`src/rtl/cond_pkg.sv`:
```
// Shared types for the conditional-execution stage: condition codes, flag
// bit positions and the flag-shadow FSM states.
package cond_pkg;

  typedef enum logic [3:0] {
    COND_EQ = 4'b0000,
    COND_NE = 4'b0001,
    COND_CS = 4'b0010,
    COND_CC = 4'b0011,
    COND_MI = 4'b0100,
    COND_PL = 4'b0101,
    COND_VS = 4'b0110,
    COND_VC = 4'b0111,
    COND_HI = 4'b1000,
    COND_LS = 4'b1001,
    COND_GE = 4'b1010,
    COND_LT = 4'b1011,
    COND_GT = 4'b1100,
    COND_LE = 4'b1101,
    COND_AL = 4'b1110,
    COND_NV = 4'b1111
  } cond_e;

  localparam int N_IDX = 3;
  localparam int Z_IDX = 2;
  localparam int C_IDX = 1;
  localparam int V_IDX = 0;

  typedef enum logic {
    IDLE  = 1'b0,
    SAVED = 1'b1
  } shadow_state_e;

endpackage

```
`src/rtl/cond_check.sv`:
```
// Purely combinational ARMv4 condition evaluator: {N,Z,C,V} + Cond -> pass.
module cond_check
  import cond_pkg::*;
(
  input  logic [3:0] i_cond,
  input  logic [3:0] i_flags,
  output logic       o_cond_ex
);

  logic w_n;
  logic w_z;
  logic w_c;
  logic w_v;

  assign w_n = i_flags[N_IDX];
  assign w_z = i_flags[Z_IDX];
  assign w_c = i_flags[C_IDX];
  assign w_v = i_flags[V_IDX];

  // Decode the condition field against the current flags
  always_comb begin
    o_cond_ex = 1'b0;
    case (cond_e'(i_cond))
      COND_EQ: o_cond_ex = w_z;
      COND_NE: o_cond_ex = ~w_z;
      COND_CS: o_cond_ex = w_c;
      COND_CC: o_cond_ex = ~w_c;
      COND_MI: o_cond_ex = w_n;
      COND_PL: o_cond_ex = ~w_n;
      COND_VS: o_cond_ex = w_v;
      COND_VC: o_cond_ex = ~w_v;
      COND_HI: o_cond_ex = w_c & ~w_z;
      COND_LS: o_cond_ex = ~w_c | w_z;
      COND_GE: o_cond_ex = (w_n == w_v);
      COND_LT: o_cond_ex = (w_n != w_v);
      COND_GT: o_cond_ex = ~w_z & (w_n == w_v);
      COND_LE: o_cond_ex = w_z | (w_n != w_v);
      COND_AL: o_cond_ex = 1'b1;
      COND_NV: o_cond_ex = 1'b0;
      default: o_cond_ex = 1'b0;
    endcase
  end

endmodule

```
`src/rtl/cond_flag_unit.sv`:
```
// Conditional-execution stage: architectural flag register, write-enable gating
// and an optional flag shadow (save/restore) built when FLAG_SHADOW_EN is defined.
module cond_flag_unit
  import cond_pkg::*;
#(
  parameter int          COND_W   = 4,
  parameter logic [3:0]  FLAG_RST = 4'b0000
) (
  input  logic              clk,
  input  logic              reset,
  input  logic              valid,
  input  logic              stall,
  input  logic [COND_W-1:0] Cond,
  input  logic [1:0]        FlagW,
  input  logic              PCS,
  input  logic              RegW,
  input  logic              MemW,
  input  logic              NoWrite,
  input  logic [3:0]        ALUFlags,
  input  logic              save_req,
  input  logic              restore_req,
  output logic              CondEx,
  output logic              PCSrc,
  output logic              RegWrite,
  output logic              MemWrite,
  output logic [3:0]        Flags,
  output logic              shadow_ack
);

  logic [3:0] r_flags;
  logic [3:0] w_flags_nxt;
  logic [3:0] w_shadow;
  logic       w_restore;
  logic       w_cond_ex;
  logic       w_go;

  cond_check u_cond_check (
    .i_cond    (Cond),
    .i_flags   (r_flags),
    .o_cond_ex (w_cond_ex)
  );

  assign w_go     = valid & ~stall & w_cond_ex;
  assign CondEx   = w_cond_ex;
  assign PCSrc    = PCS & w_go;
  assign RegWrite = RegW & w_go & ~NoWrite;
  assign MemWrite = MemW & w_go;
  assign Flags    = r_flags;

  // Next flag value: independent N/Z and C/V halves; a restore overrides both
  always_comb begin
    w_flags_nxt = r_flags;
    if (w_restore) begin
      w_flags_nxt = w_shadow;
    end else begin
      if (w_go && FlagW[1]) begin
        w_flags_nxt[N_IDX:Z_IDX] = ALUFlags[N_IDX:Z_IDX];
      end else begin
        w_flags_nxt[N_IDX:Z_IDX] = r_flags[N_IDX:Z_IDX];
      end
      if (w_go && FlagW[0]) begin
        w_flags_nxt[C_IDX:V_IDX] = ALUFlags[C_IDX:V_IDX];
      end else begin
        w_flags_nxt[C_IDX:V_IDX] = r_flags[C_IDX:V_IDX];
      end
    end
  end

  // Architectural flag register
  always_ff @(posedge clk) begin
    if (reset) begin
      r_flags <= FLAG_RST;
    end else begin
      r_flags <= w_flags_nxt;
    end
  end

`ifdef FLAG_SHADOW_EN
  shadow_state_e r_state;
  logic [3:0]    r_shadow;
  logic          r_shadow_ack;

  assign w_restore  = (r_state == SAVED) & restore_req & ~stall;
  assign w_shadow   = r_shadow;
  assign shadow_ack = r_shadow_ack;

  // Save/restore FSM; the ack pulse is registered alongside the transition
  always_ff @(posedge clk) begin
    if (reset) begin
      r_state      <= IDLE;
      r_shadow     <= 4'b0000;
      r_shadow_ack <= 1'b0;
    end else if (stall) begin
      r_shadow_ack <= 1'b0;
    end else begin
      r_shadow_ack <= 1'b0;
      case (r_state)
        IDLE: begin
          if (save_req) begin
            r_shadow     <= r_flags;
            r_state      <= SAVED;
            r_shadow_ack <= 1'b1;
          end
        end
        SAVED: begin
          if (restore_req) begin
            r_state      <= IDLE;
            r_shadow_ack <= 1'b1;
          end
        end
        default: r_state <= IDLE;
      endcase
    end
  end
`else
  logic w_unused_shadow_req;

  assign w_unused_shadow_req = save_req ^ restore_req;
  assign w_restore           = 1'b0;
  assign w_shadow            = 4'b0000;
  assign shadow_ack          = 1'b0;
`endif

endmodule

```
`config.mk`:
```
export PLATFORM = sky130hd
export DESIGN_NAME = cond_flag_unit
export DESIGN_NICKNAME = d
export VERILOG_FILES = /design/src/rtl/cond_pkg.sv /design/src/rtl/cond_check.sv /design/src/rtl/cond_flag_unit.sv
export SDC_FILE = /design/constraint.sdc
export NUM_CORES = 1
export LEC_CHECK = 0
export BUFFER_PORTS_ARGS = -buffer_cell sky130_fd_sc_hd__buf_2
export CAP_MARGIN = 5
export CORE_AREA = 2 2 39 41
export DETAILED_ROUTE_END_ITERATION = 10
export DIE_AREA = 0 0 41 43
export GPL_TIMING_DRIVEN = 0
export PLACE_DENSITY_LB_ADDON = 0.05
export SYNTH_ARGS = -nofsm -noshare
export SYNTH_HDL_FRONTEND = slang
export SYNTH_HIERARCHICAL = 1
export SYNTH_SLANG_ARGS = --single-unit
export TNS_END_PERCENT = 20
```
`constraint.sdc`:
```
create_clock -name clk -period 5.3 [get_ports clk]
set_input_delay 0.795 -clock clk [delete_from_list [all_inputs] [get_ports clk]]
set_output_delay 0.795 -clock clk [all_outputs]
set_load 0.005 [all_outputs]
```
[Word-level counts from Yosys, hierarchy flattened]
Index checks and enable logic that the tools add are counted.
Operators by class
  mux-type cells: 1
  reductions and logical operators: 3
  equal/unequal tests: 17
  bitwise logic cells: 16
Operators with widths (count)
  $eq A4 B4 Y1 const B: 8
  $eq A4 B3 Y1 const B: 4
  $pmux W1 S16: 1
  $and A1 B1 Y1: 8
  $eq A4 B2 Y1 const B: 2
  $not A1 Y1: 6
  $eq A4 B1 Y1 const B: 1
  $logic_not A4 Y1: 1
  $logic_and A1 B1 Y1: 2
  $or A1 B1 Y1: 2
  $eq A1 B1 Y1: 1
  $ne A1 B1 Y1: 1
Storage, ports and cells
  output and inout port bits: 9
  register bits after elaboration: 4
  word-level logic and storage cells: 39

[Logic depth before layout (Yosys ltp)]
  depth in word-level cells: 6
  gate-level depth with buffers: 8

[By module]
Netlist, hierarchy kept.
By module, submodules not included
  cond_flag_unit: instances 1, seq. area each 80.1 sq um, area an instance 235.2 sq um, cells each 26
  cond_check: instances 1, seq. area each 0.0 sq um, area an instance 155.1 sq um, cells each 23

[Least setup slack after synthesis]
No wires, ideal clock.
  kind: in2out
  start point: in Cond[0]
  end point: out RegWrite
  cell stages on the path: 8
  data arrival time: 2172 ps
  path slack: 2333 ps
  path buffers: 1
  path through: buf_4 nor2_1 a211oi_1 a2111oi_1 a311oi_1 o22ai_1 nand3b_1 nor3b_1
On the way
  longest elaborated chain between the ends: 5
  elaborated cells on any way between the ends: 20
RTL lines
  start: declaration: RTL line cond_flag_unit.sv:13  | input logic [COND_W-1:0] Cond,
  $eq A4 B4 Y1, or another cell as far along: RTL line cond_check.sv:23  | case (cond_e'(i_cond))
  $pmux W1 S16 (*): RTL line cond_check.sv:23
  named net CondEx: RTL line cond_flag_unit.sv:22  | output logic CondEx,
  $and A1 B1 Y1 (*): RTL line cond_flag_unit.sv:43  | assign w_go = valid & ~stall & w_cond_ex;
  $and A1 B1 Y1 (*) (2 in a row): RTL line cond_flag_unit.sv:46  | assign RegWrite = RegW & w_go & ~NoWrite;
  end: declaration: RTL line cond_flag_unit.sv:24  | output logic RegWrite,
The timed path passes the listed nets; every way through them passes the cells marked *.

[Worst setup path in the final report]
  start point: in Cond[0]
  end point: out RegWrite
On the way
  longest elaborated chain between the ends: 5
  elaborated cells on any way between the ends: 20
RTL lines (RTL line)
  $eq A4 B4 Y1, or another cell as far along: cond_check.sv:23
  $pmux W1 S16 (*): cond_check.sv:23
  $and A1 B1 Y1 (*): cond_flag_unit.sv:43
  $and A1 B1 Y1 (*) (2 in a row): cond_flag_unit.sv:46
Every way passes the cells marked *; elsewhere a longest branch is shown, timed or not.

==> results.cfg <==
[hold_path]
min_path_type = reg -> reg

[logic_synthesis]
ys_warn_count = 6
netlist_area_um2 = 390.4
synth_edf_count = 0
ys.flop_type = dfxtp_1
synthArstFlopShare = 0
ys_types = 24
netlist_instances = 49
synth_area_per_cell_um2 = 7.967
ys_ff_latch = 4
syn-num-nets = 69
ys_seq_area_frac = 0.2051

[routing]
drcViolationCount = 0
wl_per_cell_um = 10.04
firstDrtPassIters = 1
viasPerCell = 4.473
drt-total-wl_um = 914
drtIter0Drc = 0
ant_nets = 0
vias = 407

[global_route]
grt_pass1_wl_um = 1366
grt_overflow = 0
grt_pass1_vias = 337
grt.total_usage = 0.1135
antenna_found_initial = 0
grt_max_degree = 9

[layout]
final_area_um2 = 548.0
stdcell_count = 91
nFillCells = 148
syn_to_final_growth_pct = 40.38
nNetsFinal = 97
final_cell_mix = buf_2 (23), nand2b_1 (9), mux2i_1 (5)
largest_reg_flops = 4
drive_gt1_frac = 0.3867
layout_commonest_cell = buf_2
antenna_cells = 0

[floorplan]
placeableCoreArea_mm2 = 0.001384
die-area_mm2 = 0.001763
die_y_um = 43
initial_core_util = 0.2821
die_w_um = 41
num_rows = 14
boundaryPins = 29

[placed_design]
place_inst = 88
placed_area_um2 = 525.5
place_congestion = 0.5999
detailed_place_hpwl_um = 730.4
port_buffers = 23

[cts]
cts_buffer_depth = 2
postCtsHoldBufs = 0
worstSkewPairLatency_ps = 240
clockRootBuffer = clkbuf_4
clk_pin_slew_ps = 40
cts_num_sinks = 4
postCtsSetupBuffers = 0
h-tree-depth = 1
cts_tree = yes
cts_buffers = 3
cts_resized = 0

[sta]
timing_max_transition_violations_final = 0
max_freq_mhz = 307.1
final.min_clock_period_ps = 3256
hold_viol_final = 0
finalSetupTns_ps = 0
finClkSkew_ps = 6.390
rsz0062_at_grt = no
setup_viol_count_final = 0
hold_slack_ps = 509.2
finalCritPeriodShare = 0.6143

[pwr]
power_uw = 95.47
p_leak_nw = 0.2669
ir_worst_vdd_mv = 0.07595
power_density_mw_per_mm2 = 174.2

[worst_setup_path]
arrival_ps = 2460
crit_path_cell_trace = buf_4 > nor2_1 > a211oi_1 > a2111oi_1 > a311oi_1 > o22ai_1 > nand3b_1 > nor3b_1 > buf_2
slowest_stage = a2111oi_1
crit_buf_inv = 2
required_ps = 4510
critical_path_class = in -> out
crit_path_max_fanout = 8
crit_path_start_kind = input pin
endpoint_kind = output pin
critPathTopFamily = compound AO/OA/AOI/OAI gates
slowest_delay_ps = 400

[flow_run]
maxCapViolCount = 0

[outcome]
run_status = finished clean
-- cells in the mapped netlist (2+ instances only) --
cell / number / share of area
nand2b_1: 9 / 0.14
mux2i_1: 5 / 0.13
dfxtp_1: 4 / 0.21
nor2_1: 4 / 0.038
a21oi_1: 3 / 0.038
inv_1: 3 / 0.029
xor2_1: 3 / 0.067
buf_4: 2 / 0.038
-- layout make-up --
cell class / count / area [µm²] / area share
repair buffers: 23 / 115.1 / 0.2100
flip-flops and latches: 4 / 80.08 / 0.1461
clock buffers: 3 / 22.52 / 0.04110
plain buffers: 3 / 18.77 / 0.03425
multi-input cells: 39 / 280.3 / 0.5114
well taps: 16 / 20.02 / 0.03653
inverters: 3 / 11.26 / 0.02055
-- where the power goes --
group / internal, mW / switching, mW
combinational: 0.0137 / 0.0116
sequential: 0.0310 / 0.000910
clock: 0.0254 / 0.0129
-- final timing paths --
kind / slack (ps) / cells past startpoint / start / endpoint
setup / recovery: 2040 / 9 / Cond[0] / RegWrite
hold / removal: 510 / 2 / Flags[3] / Flags[3]
setup reg to reg: 3190 / 7 / Flags[3] / Flags[0]
hold reg to reg: 510 / 2 / Flags[3] / Flags[3]
-- layer usage --
metal | share of wire | up-vias | track usage
met3 | 0.065 | 0 | 0.01571
met2 | 0.47 | 12 | 0.1563
met4 | 0 | 0 | 0.08000
li1 | - | 224 | -
met5 | 0 | - | 0
met1 | 0.46 | 171 | 0.1543
-- stage by stage --
stage | util | setup WS (ps)
floorplan | - | 2333
global placement | 0.3797 | 2115
detailed placement | 0.3797 | 2113
CTS | 0.3960 | 2083
global route | 0.3960 | 1882
finish | 0.3960 | 2044
-- cell families after synthesis --
group	after synthesis	synth area share
simple gates	20	0.3333
compound gates	9	0.1571
buf+inv	6	0.07690
mux	5	0.1282
xor+xnor	4	0.08976
flops	4	0.2051
other cells	1	0.009606
-- worst register-to-register path, delay by kind of cell (launching register included) --
family           cells  cell delay, ps
AO/OA/AOI/OAI        3             780
XOR/XNOR             2             380
flip-flops           1             370
multiplexers         1             190
AND/OR/NAND/NOR      1             320
(Power assumes the default switching activity.)
